$ cat config.mk
export PLATFORM = sky130hd
export DESIGN_NAME = otn_deframer
export DESIGN_NICKNAME = d
export VERILOG_FILES = /design/src/rtl/otn_pkg.sv /design/src/rtl/crc8_serial.sv /design/src/rtl/otn_deframer.sv
export SDC_FILE = /design/constraint.sdc
export NUM_CORES = 1
export LEC_CHECK = 0
export ABC_AREA = 1
export CAP_MARGIN = 10
export CORE_MARGIN = 5
export CORE_UTILIZATION = 58
export CTS_CLUSTER_SIZE = 10
export DETAILED_ROUTE_END_ITERATION = 8
export PLACE_DENSITY = 0.75
export SKIP_CTS_REPAIR_TIMING = 1
export SLEW_MARGIN = 20
export SYNTH_ARGS = -nofsm -noshare
export SYNTH_HDL_FRONTEND = slang
export SYNTH_SLANG_ARGS = --single-unit
$ cat constraint.sdc
create_clock -name i_clk -period 1.8 [get_ports i_clk]
set_clock_uncertainty 0.1 [all_clocks]
set_input_delay 0.27 -clock i_clk [delete_from_list [all_inputs] [get_ports i_clk]]
set_output_delay 0.27 -clock i_clk [all_outputs]
set_load 0.005 [all_outputs]
$ cat src/rtl/otn_pkg.sv
// Shared definitions for the serial OTN link: frame FSM states, framing
// constants and the bit-serial CRC-8 step used by both link ends.
package otn_pkg;

  typedef enum logic [2:0] {
    HUNT  = 3'd0,
    SEQ   = 3'd1,
    PAY   = 3'd2,
    CRCB  = 3'd3,
    CHECK = 3'd4
  } state_e;

  localparam int          FAS_W    = 16;
  localparam int          SEQ_W    = 8;
  localparam int          CRC_W    = 8;
  localparam int          BYTE_W   = 8;
  localparam logic [15:0] FAS      = 16'hF628;
  localparam logic [7:0]  CRC_POLY = 8'h07;

  // MSB-first CRC-8 step: shift left, fold in the polynomial on feedback.
  function automatic logic [7:0] crc8_bit(input logic [7:0] crc, input logic b);
    logic [7:0] poly_s;
    poly_s   = (crc[7] ^ b) ? CRC_POLY : 8'h00;
    crc8_bit = {crc[6:0], 1'b0} ^ poly_s;
  endfunction

endpackage

$ cat src/rtl/crc8_serial.sv
// Bit-serial CRC-8 accumulator with synchronous clear and update enable.
module crc8_serial
  import otn_pkg::*;
(
  input  logic       clk_i,
  input  logic       rst_i,
  input  logic       clr_i,
  input  logic       en_i,
  input  logic       bit_i,
  output logic [7:0] crc_o
);

  logic [7:0] crc_q;

  // CRC register: clear has priority over update
  always_ff @(posedge clk_i) begin
    if (rst_i || clr_i) begin
      crc_q <= 8'h00;
    end else if (en_i) begin
      crc_q <= crc8_bit(crc_q, bit_i);
    end
  end

  assign crc_o = crc_q;

endmodule

$ cat src/rtl/otn_deframer.sv
// Receive end of the serial OTN link: FAS hunt, field capture, CRC check,
// payload buffering with a valid/ready drain, and the ARQ acknowledge pulse.
module otn_deframer
  import otn_pkg::*;
#(
  parameter int PAYLOAD_BYTES = 4,
  parameter int ACK_LEN       = 4
) (
  input  logic       i_clk,
  input  logic       i_rst,
  input  logic       i_otn_tx_data,
  input  logic       i_arq_en,
  output logic [7:0] o_data,
  output logic       o_data_valid,
  input  logic       i_data_ready,
  output logic [7:0] o_crc_val,
  output logic       o_crc_err,
  output logic       o_overrun,
  output logic       o_otn_rx_ack
);

  localparam int PAY_BITS = PAYLOAD_BYTES * BYTE_W;
  localparam int CNT_W    = $clog2((PAY_BITS > SEQ_W) ? PAY_BITS : SEQ_W);
  localparam int IDX_W    = (PAYLOAD_BYTES > 1) ? $clog2(PAYLOAD_BYTES) : 1;
  localparam int ACK_W    = $clog2(ACK_LEN + 1);

  state_e             state_q, state_d;
  logic [FAS_W-2:0]   sreg_q;
  logic [CNT_W-1:0]   cnt_q, cnt_d;
  logic [SEQ_W-1:0]   seq_q, last_seq_q;
  logic               last_seq_vld_q;
  logic [6:0]         shift_q;
  logic [CRC_W-1:0]   rx_crc_q, crc_s, crc_val_q;
  logic [7:0]         stage_q [PAYLOAD_BYTES];
  logic [7:0]         buf_q   [PAYLOAD_BYTES];
  logic               crc_err_q, overrun_q, ack_req_q, start_q, busy_q, valid_q;
  logic [IDX_W-1:0]   rd_idx_q;
  logic [7:0]         data_q;
  logic [ACK_W-1:0]   ack_cnt_q, ack_cnt_d;
  logic               ack_q;
  logic               fas_hit_s, good_s, dup_s, chk_s, load_s, ack_req_s, xfer_s;
  logic [IDX_W-1:0]   byte_idx_s;

  assign fas_hit_s  = ({sreg_q, i_otn_tx_data} == FAS);
  assign chk_s      = (state_q == CHECK);
  assign good_s     = (rx_crc_q == crc_s);
  assign dup_s      = i_arq_en && last_seq_vld_q && (seq_q == last_seq_q);
  assign load_s     = chk_s && good_s && !dup_s && !busy_q;
  assign ack_req_s  = chk_s && good_s && (dup_s || (!busy_q && i_arq_en));
  assign xfer_s     = valid_q && i_data_ready;
  assign byte_idx_s = IDX_W'(cnt_q >> 3);

  crc8_serial u_crc (
    .clk_i (i_clk),
    .rst_i (i_rst),
    .clr_i (state_q == HUNT),
    .en_i  ((state_q == SEQ) || (state_q == PAY)),
    .bit_i (i_otn_tx_data),
    .crc_o (crc_s)
  );

  // Frame FSM next state and field bit counter
  always_comb begin
    state_d = state_q;
    cnt_d   = cnt_q + CNT_W'(1);
    case (state_q)
      HUNT:  if (fas_hit_s) state_d = SEQ; else state_d = HUNT;
      SEQ:   if (cnt_q == CNT_W'(SEQ_W - 1)) state_d = PAY; else state_d = SEQ;
      PAY:   if (cnt_q == CNT_W'(PAY_BITS - 1)) state_d = CRCB; else state_d = PAY;
      CRCB:  if (cnt_q == CNT_W'(CRC_W - 1)) state_d = CHECK; else state_d = CRCB;
      CHECK: state_d = HUNT;
      default: state_d = HUNT;
    endcase
    if ((state_d != state_q) || (state_q == HUNT) || (state_q == CHECK)) begin
      cnt_d = '0;
    end else begin
      cnt_d = cnt_q + CNT_W'(1);
    end
  end

  // Frame FSM state register
  always_ff @(posedge i_clk) begin
    if (i_rst) state_q <= HUNT;
    else       state_q <= state_d;
  end

  // Field capture and frame verdict
  always_ff @(posedge i_clk) begin
    if (i_rst) begin
      sreg_q         <= '0;
      cnt_q          <= '0;
      seq_q          <= '0;
      shift_q        <= '0;
      rx_crc_q       <= '0;
      last_seq_q     <= '0;
      last_seq_vld_q <= 1'b0;
      crc_val_q      <= '0;
      crc_err_q      <= 1'b0;
      overrun_q      <= 1'b0;
      ack_req_q      <= 1'b0;
      for (int i = 0; i < PAYLOAD_BYTES; i++) stage_q[i] <= 8'h00;
    end else begin
      sreg_q    <= {sreg_q[FAS_W-3:0], i_otn_tx_data};
      cnt_q     <= cnt_d;
      crc_err_q <= chk_s && !good_s;
      overrun_q <= chk_s && good_s && !dup_s && busy_q;
      ack_req_q <= ack_req_s;
      if (state_q == SEQ) seq_q <= {seq_q[SEQ_W-2:0], i_otn_tx_data};
      if (state_q == PAY) begin
        shift_q <= {shift_q[5:0], i_otn_tx_data};
        if (cnt_q[2:0] == 3'd7) stage_q[byte_idx_s] <= {shift_q, i_otn_tx_data};
      end
      if (state_q == CRCB) rx_crc_q <= {rx_crc_q[CRC_W-2:0], i_otn_tx_data};
      if (chk_s) crc_val_q <= crc_s;
      if (load_s) begin
        last_seq_q     <= seq_q;
        last_seq_vld_q <= 1'b1;
      end
    end
  end

  // Output buffer and valid/ready drain; busy spans load to final transfer
  always_ff @(posedge i_clk) begin
    if (i_rst) begin
      busy_q   <= 1'b0;
      start_q  <= 1'b0;
      valid_q  <= 1'b0;
      data_q   <= 8'h00;
      rd_idx_q <= '0;
      for (int i = 0; i < PAYLOAD_BYTES; i++) buf_q[i] <= 8'h00;
    end else begin
      start_q <= load_s;
      if (load_s) begin
        buf_q  <= stage_q;
        busy_q <= 1'b1;
      end
      if (start_q) begin
        valid_q  <= 1'b1;
        data_q   <= buf_q[0];
        rd_idx_q <= '0;
      end else if (xfer_s) begin
        if (rd_idx_q == IDX_W'(PAYLOAD_BYTES - 1)) begin
          valid_q <= 1'b0;
          busy_q  <= 1'b0;
        end else begin
          rd_idx_q <= rd_idx_q + IDX_W'(1);
          data_q   <= buf_q[rd_idx_q + IDX_W'(1)];
        end
      end
    end
  end

  // Ack timer; a new request reloads the full length
  always_comb begin
    ack_cnt_d = ack_cnt_q;
    if (ack_req_q) begin
      ack_cnt_d = ACK_W'(ACK_LEN);
    end else if (ack_cnt_q != '0) begin
      ack_cnt_d = ack_cnt_q - ACK_W'(1);
    end else begin
      ack_cnt_d = '0;
    end
  end

  // Ack line register
  always_ff @(posedge i_clk) begin
    if (i_rst) begin
      ack_cnt_q <= '0;
      ack_q     <= 1'b0;
    end else begin
      ack_cnt_q <= ack_cnt_d;
      ack_q     <= (ack_cnt_d != '0);
    end
  end

  assign o_data       = data_q;
  assign o_data_valid = valid_q;
  assign o_crc_val    = crc_val_q;
  assign o_crc_err    = crc_err_q;
  assign o_overrun    = overrun_q;
  assign o_otn_rx_ack = ack_q;

endmodule
; ---- Word level (Yosys, flattened, before mapping)
; Index checks and enable logic that the tools add are counted.
[classes]
n_addsub = 3
n_lt_le_gt_ge = 3
eq_ne = 13
mux = 24
n_bitwise = 5
reduce_logical = 30
[op_table]
columns = op, count
row1 = 2-to-1 mux 8 bit, 6
row2 = bitwise mux 32 bit, 1
row3 = binary-select mux 8 bit (select 2 bit), 1
row4 = demux 8 bit (select 2 bit), 1
row5 = == test 16 bit (second input constant), 1
row6 = == test 8 bit, 2
row7 = 2-to-1 mux 3 bit, 4
row8 = case mux 3 bit (4 select lines), 1
row9 = logical AND 1 bit, 11
row10 = 2-to-1 mux 1 bit, 9
row11 = AND reduction 2 bit, 4
row12 = XOR 8 bit, 1
row13 = == test 3 x 2 -> 1 bit (second input constant), 2
row14 = == test 3 bit (second input constant), 2
row15 = >= comparator 3 bit (second input constant), 2
row16 = inverter 2 -> 3 bit, 2
row17 = nonzero test 3 bit, 2
row18 = adder 5 x 1 -> 5 bit (second input constant), 1
row19 = == test 5 x 3 -> 1 bit (second input constant), 1
row20 = == test 5 bit (second input constant), 1
row21 = logical OR 1 bit, 5
row22 = nonzero test 2 bit, 2
row23 = OR reduction 2 bit, 2
row24 = == test 3 x 1 -> 1 bit (second input constant), 1
row25 = other kinds (11), 13
[totals]
regBits = 155
in_bits = 5
output_inout_bits = 20
wordCells = 106

; ---- Logic depth before layout (Yosys ltp)
[logic_depth]
depth_word = 9
ltp_mapped = 11
depth_no_buf = 10

; ---- Hierarchy
; From an unflattened synthesis, not the netlist that was laid out.
[unflattened]
cells_unflattened = 861
area_unflattened_um2 = 6482.5
[by_module_without_submodules]
columns = mod, instances, cells_each, area_per_inst_um2, seq_area_each_um2
row1 = otn_deframer, 1, 812, 6122.1, 2942.8
row2 = crc8_serial, 1, 49, 360.3, 160.2

; ---- Worst setup path after synthesis
; OpenSTA, ideal clock, no wires.
[synth_timing]
kind = flip-flop to flip-flop
startpoint = register cnt_q[0]
endpoint = register stage_q[23] (netlist bit)
setup_ns = 0.119
arrival_time_ns = 1.268
t_required_ns = 1.581
slack_ns = 0.313
stages_incl_launch_ff = 9
n_path_buf = 1
synth_period_minus_slack_ns = 1.487
cell_sequence = dfxtp_1 -> ha_1 -> ha_1 -> nand2_1 -> inv_1 -> nand2_1 -> buf_2 -> o21ai_0 -> a21oi_1
[synth_between]
elab_chain_len = 2
[synth_lines]
columns = item, line_no
row1 = start: declaration, otn_deframer.sv:29  ; logic [CNT_W-1:0] cnt_q, cnt_d;
row2 = start signal: assignment, otn_deframer.sv:104  ; cnt_q <= cnt_d;
row3 = == test 3 bit, otn_deframer.sv:111  ; if (cnt_q[2:0] == 3'd7) stage_q[byte_idx_s] <= {shift_q, i_otn_tx_data};
row4 = AND reduction 2 bit (no source line), -
row5 = end signal: indexed assignment, otn_deframer.sv:111
row6 = end: declaration, otn_deframer.sv:34  ; logic [7:0] stage_q [PAYLOAD_BYTES];
; Every way passes these cells.
; A chain may end at the register's enable or synchronous reset.

; ---- Worst setup path after layout
[layout_timing]
startpoint = register rx_crc_q[3]
endpoint = register buf_q[24] (netlist bit)
[layout_between]
elab_chain_len = 4
[layout_lines]
columns = item, line_no
row1 = start: declaration, otn_deframer.sv:33  ; logic [CRC_W-1:0] rx_crc_q, crc_s, crc_val_q;
row2 = start signal: assignment, otn_deframer.sv:113  ; if (state_q == CRCB) rx_crc_q <= {rx_crc_q[CRC_W-2:0], i_otn_tx_data};
row3 = == test 8 bit, otn_deframer.sv:46  ; assign good_s = (rx_crc_q == crc_s);
row4 = logical AND 1 bit (3 in a row), otn_deframer.sv:48  ; assign load_s = chk_s && good_s && !dup_s && !busy_q;
row5 = end signal: assignment, otn_deframer.sv:134  ; buf_q <= stage_q;
row6 = end: declaration, otn_deframer.sv:35  ; logic [7:0] buf_q [PAYLOAD_BYTES];
; Every way passes these cells.

==> results.txt <==
----------------------------------------------------
[Outcome]
  Result of the run ... finished, violations left
  Failing checks ... negative setup slack

[Clocking]
  Clock slew at reported path FFs ... 0.06 ns
  Clock net sink count ... 155
  Maximum clock insertion buffer count ... 2
  CTS tree ... done
  Root buffer cell ... sky130_fd_sc_hd__clkbuf_8
  Htree depth ... 4
  Total clock buffers created by CTS ... 17
  Source-to-sink clock delay at the later pin of the worst-skew pair ... 0.55 ns

[Die]
  Die Footprint ... 0.0132 mm²
  Total number of placement rows ... 38
  Height of the die ... 115 µm
  Width of the chip ... 115 µm
  Starting Density ... 58.9%
  Number of top-level design ports ... 25
  CORE AREA ... 0.0108 mm²

[GRT]
  Initial antenna violation count ... 0
  Largest net degree at the start of global routing ... 81
  Vias in the first global route ... 5,472
  Total Routing Usage GR ... 23.4%
  Wire length of the first global-routing pass ... 25.0 mm
  Overall overflow remaining after global route ... 0

[Power]
  Switching component of the power ... 1.49 mW
  Clock power share ... 52.6%
  Leakage Power ... 3.34 nW
  Net Sw Frac ... 19.8%
  Share of power burned in registers ... 45.5%
  Design Power ... 7.54 mW
  Pwr Density ... 921 mW/mm²
  Combinational Power Share ... 1.9%
  Maximum ir drop on the vdd rail ... 0.923 mV
  Cell internal power dissipation ... 6.05 mW

[Job]
  Maximum Capacitance Violations ... 0

[Logic synthesis]
  Sequential-to-total area share from yosys stat ... 48.6%
  Yosys warning total ... 0
  Fraction of synthesized cell area taken by the top area cell type ... 48.6%
  Mapped Nets ... 858
  Post-Synthesis Mean Instance Area ... 7.54 µm²
  Post-synthesis sequential element count ... 155
  Count of mapped cells out of synthesis ... 847
  Post-synth EDFFs ... 0
  Netlist area before placement ... 0.00639 mm²
  Leading post-synthesis cells by instance count ... sky130_fd_sc_hd__dfxtp_1 (155), sky130_fd_sc_hd__nand2_1 (134), sky130_fd_sc_hd__nor2_1 (110)
  Post-synth top area cell ... sky130_fd_sc_hd__dfxtp_1
  Most frequent cell after synthesis ... sky130_fd_sc_hd__dfxtp_1
  Async set-or-reset flop fraction in the synthesized netlist ... 0%
  Count of different cell masters after synthesis ... 30
  Top post-synthesis cells by area ... sky130_fd_sc_hd__dfxtp_1 (49%), sky130_fd_sc_hd__a21oi_1 (8.3%), sky130_fd_sc_hd__nand2_1 (7.9%)
  Most frequently used flop master after synthesis ... sky130_fd_sc_hd__dfxtp_1

[Detailed routing]
  Detailed-route wire length per cell ... 15.8 µm
  Iter 0 DRT Violations ... 418
  Total length of routed wires ... 17.1 mm
  DRT Pass-1 Iters ... 5
  Via count normalized by instance count ... 5.52
  Post-detailed-route count of antenna-violating nets ... 0
  Total number of vias ... 5,972
  DRC errors left ... 0

[Final layout]
  Layout Utilization ... 75.5%
  Diodes inserted ... 0
  Fraction of layout instances using a drive strength above 1 ... 17.5%
  Net count reported at finish ... 939
  Area overhead of the layout relative to synthesis ... 28.2%

[Setup path]
  Cells along the critical path ... xnor2_2, nand2_1, buf_4, nor2_4, nand2_2, nor2_4, buf_12, buf_6, nand4_1, nand2_1, nor2_1
  Reg2Reg Setup Slack ... -0.02 ns
  Depth of the worst register-to-register path ... 11
  Worst reg2reg path startpoint ... rx_crc_q[3]$_SDFFE_PP0N_
  Reg-to-reg critical path endpoint ... buf_q[24]$_SDFFE_PP0P_
  Element type at the critical path start ... flip-flop
  Type of the worst setup path ... reg -> reg
  Arrival time reported for the critical path endpoint ... 2.16 ns
  Req. time, crit path ... 2.14 ns
  Maximum fanout along the worst path ... 7
  Biggest cell delay along the critical path ... 0.34 ns
  Kind of end point of the critical path ... flip-flop
  Critical path's slowest cell ... sky130_fd_sc_hd__dfxtp_2

[STA]
  Minimum clock period after layout ... 1.82 ns
  Final total negative setup slack ... -0.0252 ns
  RSZ-0062 raised after global routing ... true
  Maximum clock rate ... 549 MHz
  Setup slack after layout ... -0.0202 ns
  Worst hold-check slack ... 0.280 ns
  Worst slew margin ... 64.2%
  Fin. max-slew vios ... 0
  Worst-margin pin slew ... 0.535 ns
  Share of the clock period used by the worst path ... 101%
  Setup violation total in the final timing report ... 2
  Final hold violation count ... 0

[Placement]
  Buffers added on ports ... 24
  DP HPWL ... 9.74 mm
  Final weighted congestion in routability-driven placement ... 0.866

[Worst hold path]
  WHS Endpoint ... ack_req_q$_SDFF_PP0_
  Worst hold start ... i_arq_en
  WHS Path Cells ... 3
  Path category of the worst min-delay check ... in -> reg

----------------------------------------------------
[routing by layer]
layer | vias to the layer above | wire [µm] | global-route usage (%)
met2 | 222 | 8650 | 39.7
met1 | 2763 | 6790 | 28.4
met4 | 0 | 588 | 10.3
met5 | - | 0 | 0
met3 | 51 | 1030 | 5.58
li1 | 2936 | - | -
[cell usage in the layout, fill, tap and decap left out, drive strengths merged, types with 3 or more instances in the layout]
cell	n
dfxtp	155
nand2	134
nor2	118
a21oi	116
o21ai	94
inv	89
buf	79
nand4	46
clkbuf	24
nand3	21
clkdlybuf4s50	20
xnor2	8
ha	6
bufinv	6
clkinv	5
xor2	4
clkinvlp	4
dlymetal6s2s	4
nor3	3
[sequential cells by signal, summed over array words and instances (netlist names), 2 cells and up]
name	count
buf_q	32
stage_q	32
sreg_q	15
last_seq_q	8
o_crc_val	8
o_data	8
rx_crc_q	8
seq_q	8
u_crc.crc_o	8
shift_q	7
cnt_q	5
ack_cnt_q	3
state_q	3
rd_idx_q	2
[cell type report]
cell class	count	area, µm²
Sequential cell	155	3110
Multi-Input combinational cell	555	2800
Fill cell	741	2650
Timing Repair Buffer	107	1100
Clock buffer	20	435
Inverter	92	353
Clock inverter	12	219
Tap cell	140	175
[power groups by stage]
stage          Clock [mW]  Sequential (mW)  Combinational [mW]
6_report             3.97             3.43               0.140
3_5_place_dp            0             3.51               0.134
3_3_place_gp            0             3.51               0.131
5_1_grt              4.18             3.43               0.155
2_1_floorplan           0             3.51              0.0868
4_1_cts              3.99             3.43               0.136
[worst max-delay path by stage]
stage	end	startpoint	slack, ns
6_report	buf_q[24]$_SDFFE_PP0P_	rx_crc_q[3]$_SDFFE_PP0N_	-0.02
3_3_place_gp	last_seq_vld_q$_SDFFE_PP0P_	i_arq_en	-0.54
5_1_grt	buf_q[17]$_SDFFE_PP0P_	rx_crc_q[4]$_SDFFE_PP0N_	-0.10
2_1_floorplan	stage_q[23]$_SDFFE_PP0P_	cnt_q[0]$_SDFF_PP0_	0.31
3_5_place_dp	last_seq_vld_q$_SDFFE_PP0P_	i_arq_en	-0.63
4_1_cts	last_seq_vld_q$_SDFFE_PP0P_	u_crc.crc_o[6]$_SDFFE_PP0P_	-0.46
[through the flow]
| step | instance area (µm²) | setup slack [ns] | std cells |
|---|---|---|---|
| after floorplan | 6390 | 0.313 | 847 |
| after global placement | 7100 | -0.540 | 1027 |
| after detailed placement | 7100 | -0.628 | 1027 |
| after CTS | 7750 | -0.455 | 1059 |
| after global routing | 8190 | -0.103 | 1081 |
| final | 8190 | -0.0202 | 1081 |
[critical path: cells and delay by family, from the launching register on]
| family | cells | cell delay (ns) |
|---|---|---|
| buf+inv | 3 | 0.45 |
| simple gates | 7 | 0.67 |
| flops | 1 | 0.34 |
| xor+xnor | 1 | 0.15 |
[logic make-up after synthesis]
| family | count (synthesis) | synth area share, % |
|---|---|---|
| and+or+nand+nor | 323 | 22.2 |
| AOI/OAI and AO/OA | 211 | 17.1 |
| DFF | 155 | 48.6 |
| buffers and inverters | 140 | 9.28 |
| xor gates and xnor gates | 12 | 1.65 |
| adders and majority gates | 6 | 1.18 |
Power figures use the tool's default switching activity.
